$ cat src/rtl/mod_n_down_counter_if.sv
// Control and status bundle for the modulo-N down counter.
// The master drives the controls; the slave is the counter itself.
interface mod_n_down_counter_if #(
   parameter int WIDTH = 4
);
   logic             en;
   logic             load;
   logic [WIDTH-1:0] load_val;
   logic             mode;
   logic [WIDTH-1:0] count;
   logic             tc;
   logic             done;
   logic [7:0]       wrap_cnt;
   logic             load_err;

   modport master (
      output en, load, load_val, mode,
      input  count, tc, done, wrap_cnt, load_err
   );

   modport slave (
      input  en, load, load_val, mode,
      output count, tc, done, wrap_cnt, load_err
   );
endinterface

$ cat src/rtl/mod_n_down_counter.sv
// Reloadable modulo-N down counter with a terminal-count pulse,
// a saturating wrap tally, a sticky load-error flag and a one-shot mode.
module mod_n_down_counter #(
   parameter int WIDTH   = 4,
   parameter int MODULUS = 8
) (
   input  logic                  clk,
   input  logic                  rst,
   mod_n_down_counter_if.slave   bus
);

   typedef enum logic {RUN, DONE} state_t;

   localparam logic [WIDTH-1:0] MAX_VAL  = WIDTH'(MODULUS - 1);
   localparam logic [WIDTH:0]   MOD_EXT  = (WIDTH + 1)'(MODULUS);
   localparam logic [7:0]       WRAP_SAT = 8'd255;

   state_t           r_state;
   logic [WIDTH-1:0] r_count;
   logic             r_tc;
   logic             r_done;
   logic [7:0]       r_wrap_cnt;
   logic             r_load_err;

   state_t           w_state_nxt;
   logic [WIDTH-1:0] w_count_nxt;
   logic             w_tc_nxt;
   logic             w_done_nxt;
   logic [7:0]       w_wrap_cnt_nxt;
   logic             w_load_err_nxt;
   logic             w_load_ok;

   // Widened compare so MODULUS == 2^WIDTH still fits.
   assign w_load_ok = ({1'b0, bus.load_val} < MOD_EXT);

   // NOTE: sequential state uses non-blocking assignments so every register
   // samples the pre-edge values, independent of statement order.
   always_ff @(posedge clk) begin
      if (!rst) begin
         r_state    <= RUN;
         r_count    <= MAX_VAL;
         r_tc       <= 1'b0;
         r_done     <= 1'b0;
         r_wrap_cnt <= '0;
         r_load_err <= 1'b0;
      end else begin
         r_state    <= w_state_nxt;
         r_count    <= w_count_nxt;
         r_tc       <= w_tc_nxt;
         r_done     <= w_done_nxt;
         r_wrap_cnt <= w_wrap_cnt_nxt;
         r_load_err <= w_load_err_nxt;
      end
   end

   // NOTE: every output of this block gets a default first, so no path
   // leaves a value unassigned and no latch is inferred.
   always_comb begin
      w_state_nxt    = r_state;
      w_count_nxt    = r_count;
      w_tc_nxt       = 1'b0;
      w_done_nxt     = r_done;
      w_wrap_cnt_nxt = r_wrap_cnt;
      w_load_err_nxt = r_load_err;

      if (bus.load) begin
         w_state_nxt = RUN;
         w_done_nxt  = 1'b0;
         if (w_load_ok) begin
            w_count_nxt = bus.load_val;
         end else begin
            w_count_nxt    = MAX_VAL;
            w_load_err_nxt = 1'b1;
         end
      end else if (bus.en && (r_state == RUN)) begin
         if (r_count != '0) begin
            w_count_nxt = r_count - 1'b1;
         end else if (bus.mode) begin
            w_tc_nxt    = 1'b1;
            w_done_nxt  = 1'b1;
            w_state_nxt = DONE;
         end else begin
            w_count_nxt = MAX_VAL;
            w_tc_nxt    = 1'b1;
            if (r_wrap_cnt != WRAP_SAT) begin
               w_wrap_cnt_nxt = r_wrap_cnt + 8'd1;
            end
         end
      end
   end

   always_comb begin
      bus.count    = r_count;
      bus.tc       = r_tc;
      bus.done     = r_done;
      bus.wrap_cnt = r_wrap_cnt;
      bus.load_err = r_load_err;
   end

endmodule

$ cat src/flat_wrapper.sv
// flat-port wrapper written by rule: the top's interface ports become plain ports
module mod_n_down_counter_flat 
#(
   parameter int WIDTH   = 4,
   parameter int MODULUS = 8
)
  (clk, rst, bus_en, bus_load, bus_load_val, bus_mode, bus_count, bus_tc, bus_done, bus_wrap_cnt, bus_load_err);
  mod_n_down_counter_if #(.WIDTH(WIDTH)) bus_i ();
  input  logic clk;
  input  logic rst;
  input wire logic [$bits(bus_i.en)-1:0] bus_en;
  input wire logic [$bits(bus_i.load)-1:0] bus_load;
  input wire logic [$bits(bus_i.load_val)-1:0] bus_load_val;
  input wire logic [$bits(bus_i.mode)-1:0] bus_mode;
  output wire logic [$bits(bus_i.count)-1:0] bus_count;
  output wire logic [$bits(bus_i.tc)-1:0] bus_tc;
  output wire logic [$bits(bus_i.done)-1:0] bus_done;
  output wire logic [$bits(bus_i.wrap_cnt)-1:0] bus_wrap_cnt;
  output wire logic [$bits(bus_i.load_err)-1:0] bus_load_err;
  assign bus_i.en = bus_en;
  assign bus_i.load = bus_load;
  assign bus_i.load_val = bus_load_val;
  assign bus_i.mode = bus_mode;
  assign bus_count = bus_i.count;
  assign bus_tc = bus_i.tc;
  assign bus_done = bus_i.done;
  assign bus_wrap_cnt = bus_i.wrap_cnt;
  assign bus_load_err = bus_i.load_err;
  mod_n_down_counter #(.WIDTH(WIDTH), .MODULUS(MODULUS)) u_core (.clk(clk), .rst(rst), .bus(bus_i));
endmodule
$ cat config.mk
export PLATFORM = sky130hd
export DESIGN_NAME = mod_n_down_counter_flat
export DESIGN_NICKNAME = d
export VERILOG_FILES = /design/src/rtl/mod_n_down_counter_if.sv /design/src/rtl/mod_n_down_counter.sv /design/src/flat_wrapper.sv
export SDC_FILE = /design/constraint.sdc
export NUM_CORES = 1
export LEC_CHECK = 0
export BUFFER_PORTS_ARGS = -buffer_cell sky130_fd_sc_hd__buf_4
export CORE_MARGIN = 2
export CORE_UTILIZATION = 50
export CTS_BUF_LIST = sky130_fd_sc_hd__clkbuf_8
export DETAILED_ROUTE_END_ITERATION = 8
export PLACE_DENSITY_LB_ADDON = 0.05
export SYNTH_ARGS = -nofsm -noshare
export SYNTH_HDL_FRONTEND = slang
export SYNTH_SLANG_ARGS = --single-unit
export TNS_END_PERCENT = 5
$ cat constraint.sdc
create_clock -name clk -period 1.9 [get_ports clk]
set_input_delay 0.19 -clock clk [delete_from_list [all_inputs] [get_ports clk]]
set_output_delay 0.19 -clock clk [all_outputs]
set_load 0.02 [all_outputs]
Word-level counts from Yosys, hierarchy flattened. Cells that the tools add are included.

Word-level logic and storage cells: 32. Flip-flop bits (word level): 15.

Equal/unequal tests: 2. Bitwise logic cells: 7. Mux-type cells: 6. $lt $le $gt $ge: 1. $add $sub $neg: 2. Reduce and logical (&&, ||, !) cells: 9.

Operators with widths (number): $mux W4 (5); $add A8 B1 Y8 const B (1); $ne A8 B8 Y1 const B (1); $not A1 Y1 (7); $reduce_and A5 Y1 (1); $lt A4 B4 Y1 const B (1); $reduce_and A2 Y1 (2); $reduce_bool A4 Y1 (1); $sub A4 B1 Y4 const B (1); $ne A3 B2 Y1 const B (1); $reduce_and A3 Y1 (1); $reduce_or A3 Y1 (1); $reduce_bool A2 Y1 (1); $reduce_or A2 Y1 (1); $logic_and A1 B1 Y1 (1); $mux W1 (1).

Logic depth before layout (Yosys ltp).
Depth in word-level cells: 4. Mapped depth: 7.

Worst setup path before layout. OpenSTA, ideal clock, no wires.

Path type: reg-to-reg. Start: register u_core.r_count[0] (netlist: u_core.bus.count[0]). End: register u_core.r_wrap_cnt[4] (netlist: u_core.bus.wrap_cnt[4]). Buffers on the path: 1. Stages on the path, launching flop included: 8. Period minus slack after synthesis: 1.727 ns. Required time: 1.828 ns. Arrival time: 1.655 ns. Path slack: 0.173 ns. Path through: dfxtp_1 > inv_1 > ha_1 > nor3b_4 > o211ai_2 > buf_6 > or3_1 > a21oi_1.

Longest elaborated chain between the ends: 3.

RTL lines: start: declaration (line mod_n_down_counter.sv:19) `logic [WIDTH-1:0] r_count;`; start signal: assignment (line mod_n_down_counter.sv:48) `r_count <= w_count_nxt;`; $reduce_bool A4 Y1 (line mod_n_down_counter.sv:76) `if (r_count != '0) begin`; $not A1 Y1 (no source line); $reduce_and A5 Y1 (no source line); end signal: assignment (line mod_n_down_counter.sv:51) `r_wrap_cnt <= w_wrap_cnt_nxt;`; end: declaration (line mod_n_down_counter.sv:22) `logic [7:0] r_wrap_cnt;`.

No other way between the ends. A chain may end at the register's enable or synchronous reset.

Worst setup path after layout.
Start: register u_core.r_count[0] (netlist: u_core.bus.count[0]). End: register u_core.r_count[1] (netlist: u_core.bus.count[1]).

Longest elaborated chain between the ends: 4. Elaborated cells between the ends (all ways): 7. Classes of those cells: 1 x add/sub; 1 x eq/ne; 3 x mux; 2 x reduce/logical.

RTL lines: $sub A4 B1 Y4 or $reduce_bool A4 Y1 (tied branches) (line mod_n_down_counter.sv:77, mod_n_down_counter.sv:76); $mux W4 (line mod_n_down_counter.sv:76); $mux W4 (line mod_n_down_counter.sv:75) `end else if (bus.en && (r_state == RUN)) begin`; $mux W4 (line mod_n_down_counter.sv:66) `if (bus.load) begin`.

Several ways; a longest one is shown, not always the timed one. The select of a mux whose other input is x is not followed.

==> impl_metrics.toml <==
[critical_path]
cp-start-kind = "register"
startpoint = "u_core.bus.count[0]"
crit_chain = "inv_1 -> ha_1 -> nor3b_4 -> buf_4 -> a21oi_1 -> mux2_2 -> o211ai_1"
required_ns = 2.07
cp_slowest_cell = "mux2_2"
path_max_fanout = 4
rr_startpoint = "u_core.bus.count[0]"
crit_type = "reg -> reg"
cp_top_family = "compound AO/OA/AOI/OAI gates"
cp.arrival_ns = 1.94
worst-path-buf-inv = 2
end_kind = "register"
crit_path_max_incr_delay_ns = 0.36

[timing]
fin_ws_ns = 0.1331
fmax_mhz = 565.9
tightest_slew_ns = 0.2802
fin_skew_ns = 0.002292
hold_viol_final = 0
max_slew_margin = 0.8123
maxSlewViolCount = 0
fin_crit_sh = 0.9300
finalSetupViolations = 0
rsz0062_at_grt = "false"
fin_crit_ns = 1.767
final.setup.tns_ns = 0

[cts]
clockBufferDepth = 2
cts_sinks = 15
cts_tree = "done"
clk_latency_ns = 0.24
cts-root-buf = "clkbuf_8"
cts.clk_slew.worst_paths_ns = 0.05
cts_hold_buf = 0
cts_max_level = 1
cts_buffers = 3

[grt]
grt_max_degree = 11
grt_antenna_before_repair = 0
grt_pass1_vias = 609
grt_pass1_wl_um = 2587
track_usage = 0.1900
overflow = 0

[floorplanning]
start_util = 0.5542
core_area_mm2 = 0.001350
die_w_um = 42.69
die_h_um = 42.69
dieArea_mm2 = 0.001822
rows = 13
ioPinCount = 24

[place]
hpwl_um = 1179
pre_cts_ws_ns = 0.06894
gp_congestion = 0.7200
portBuffers = 23

[outcome]
outcome = "completed"

[detailed_routing]
postRouteAntennaNets = 0
drt_iter0_markers = 18
wire_per_inst_um = 12.90
vias = 695
dr.pass1.iters = 4
drcViolationCount = 0
routed_wl_um = 1587
vias_per_cell = 5.650

[finish]
drive_gt1_frac = 0.2963
diodes = 0
final_net_count = 120
nFillCells = 105
area_delta_synth_final_pct = 31.77

[logic_synthesis]
syn-num-nets = 92
synthTopCellsByCount = "dfxtp_1, a21oi_1, nor2_1, o21ai_0"
synth-edff-count = 0
synth_seq_cells = 15
ys_top_cells_by_area = "dfxtp_1, a21oi_1, o21ai_0"
synth_ff_type = "dfxtp_1"
ys_async_sr_fraction = 0
synth_area_um2 = 748.2
synth-seq-area-share = 0.4013
synth_top_area_share = 0.4013
synth.distinct_cells = 30
yosys_warnings = 0
yosysMostFrequentCell = "dfxtp_1"
syn_inst = 81
syn_avg_cell_area_um2 = 9.237
yosys.area.top_type = "dfxtp_1"

[worst_hold_path]
min_path_type = "in -> reg"
hold_start = "rst"

[run]
drv_cap = 0

[power]
power.leakage_nw = 0.3940
ir_drop_mv = 0.5885
cellPowerDensity_mw_per_mm2 = 641.8
flip-flops by register name, indices dropped and copies added (netlist names):
register and count:
u_core.bus.count 4, u_core.bus.done 1, u_core.bus.load_err 1, u_core.bus.tc 1, u_core.bus.wrap_cnt 8
final timing paths:
kind / endpoint / slack (ns) / cells past startpoint
worst min-delay path: u_core.bus.count[2] / 0.17 / 2
worst max-delay path: u_core.bus.count[1] / 0.13 / 7
worst max register to register: u_core.bus.count[1] / 0.13 / 7
worst min register to register: u_core.bus.load_err / 0.48 / 2
area by class of cell:
cell class / instances / area, µm² / area share
clock buffer: 3 / 41.29 / 0.04188
clock inverter: 1 / 3.754 / 0.003807
inverter: 4 / 15.01 / 0.01523
multi-input combinational: 60 / 419.2 / 0.4251
sequential: 15 / 300.3 / 0.3046
tap: 15 / 18.77 / 0.01904
timing repair buffer: 25 / 187.7 / 0.1904
kinds of logic after synthesis:
family | synth area share
AOI/OAI and AO/OA | 0.2057
xor gates and xnor gates | 0.01171
adders and majority gates | 0.03344
buffers and inverters | 0.05016
DFF | 0.4013
muxes | 0.04181
and+or+nand+nor | 0.2559
where the power goes:
| part | total [W] | switching, W | internal [W] |
|---|---|---|---|
| Clock | 0.000244 | 0.000101 | 0.000143 |
| Combinational | 0.0000634 | 0.0000319 | 0.0000315 |
| Sequential | 0.000326 | 0.00000509 | 0.000320 |
| Total | 0.000633 | 0.000138 | 0.000495 |
cell usage in the layout, fill, tap and decap left out, drive strengths merged, types with 2 or more instances in the layout:
cell     n
mux2i    2
nand2    2
o31ai    3
or4      3
nor2     6
ha       2
o211ai   3
a211oi   2
nand2b   2
dfxtp   15
o21ai    6
nand3    4
buf     25
clkbuf   3
a21oi    9
nor3b    2
or3      4
inv      4
per-layer routing:
metal / GRT usage / routed length [µm] / vias up
met5: 0 / 0 / -
met4: 0.07500 / 21 / 0
met3: 0.09362 / 109 / 2
met2: 0.2758 / 737 / 17
met1: 0.2382 / 719 / 319
li1: - / - / 357
stage by stage:
stage	total power [W]	cells	hold slack, ns	area, µm²	util
finish	0.0006328	123	0.1726	985.9	0.7303
global route	0.0006574	123	0.1723	985.9	0.7303
CTS	0.0006363	122	0.1699	969.7	0.7183
detailed placement	0.0003949	118	0.4220	924.6	0.6849
global placement	0.0003943	118	0.4111	924.6	0.6849
floorplan	0.0003669	81	0.2662	748.2	-
what timing repair did:
item	CTS	global route
resized for setup	0	1
setup buffers	0	1
setup endpoints to repair	0	4
hold endpoints to repair	0	0
(Power assumes the default switching activity.)
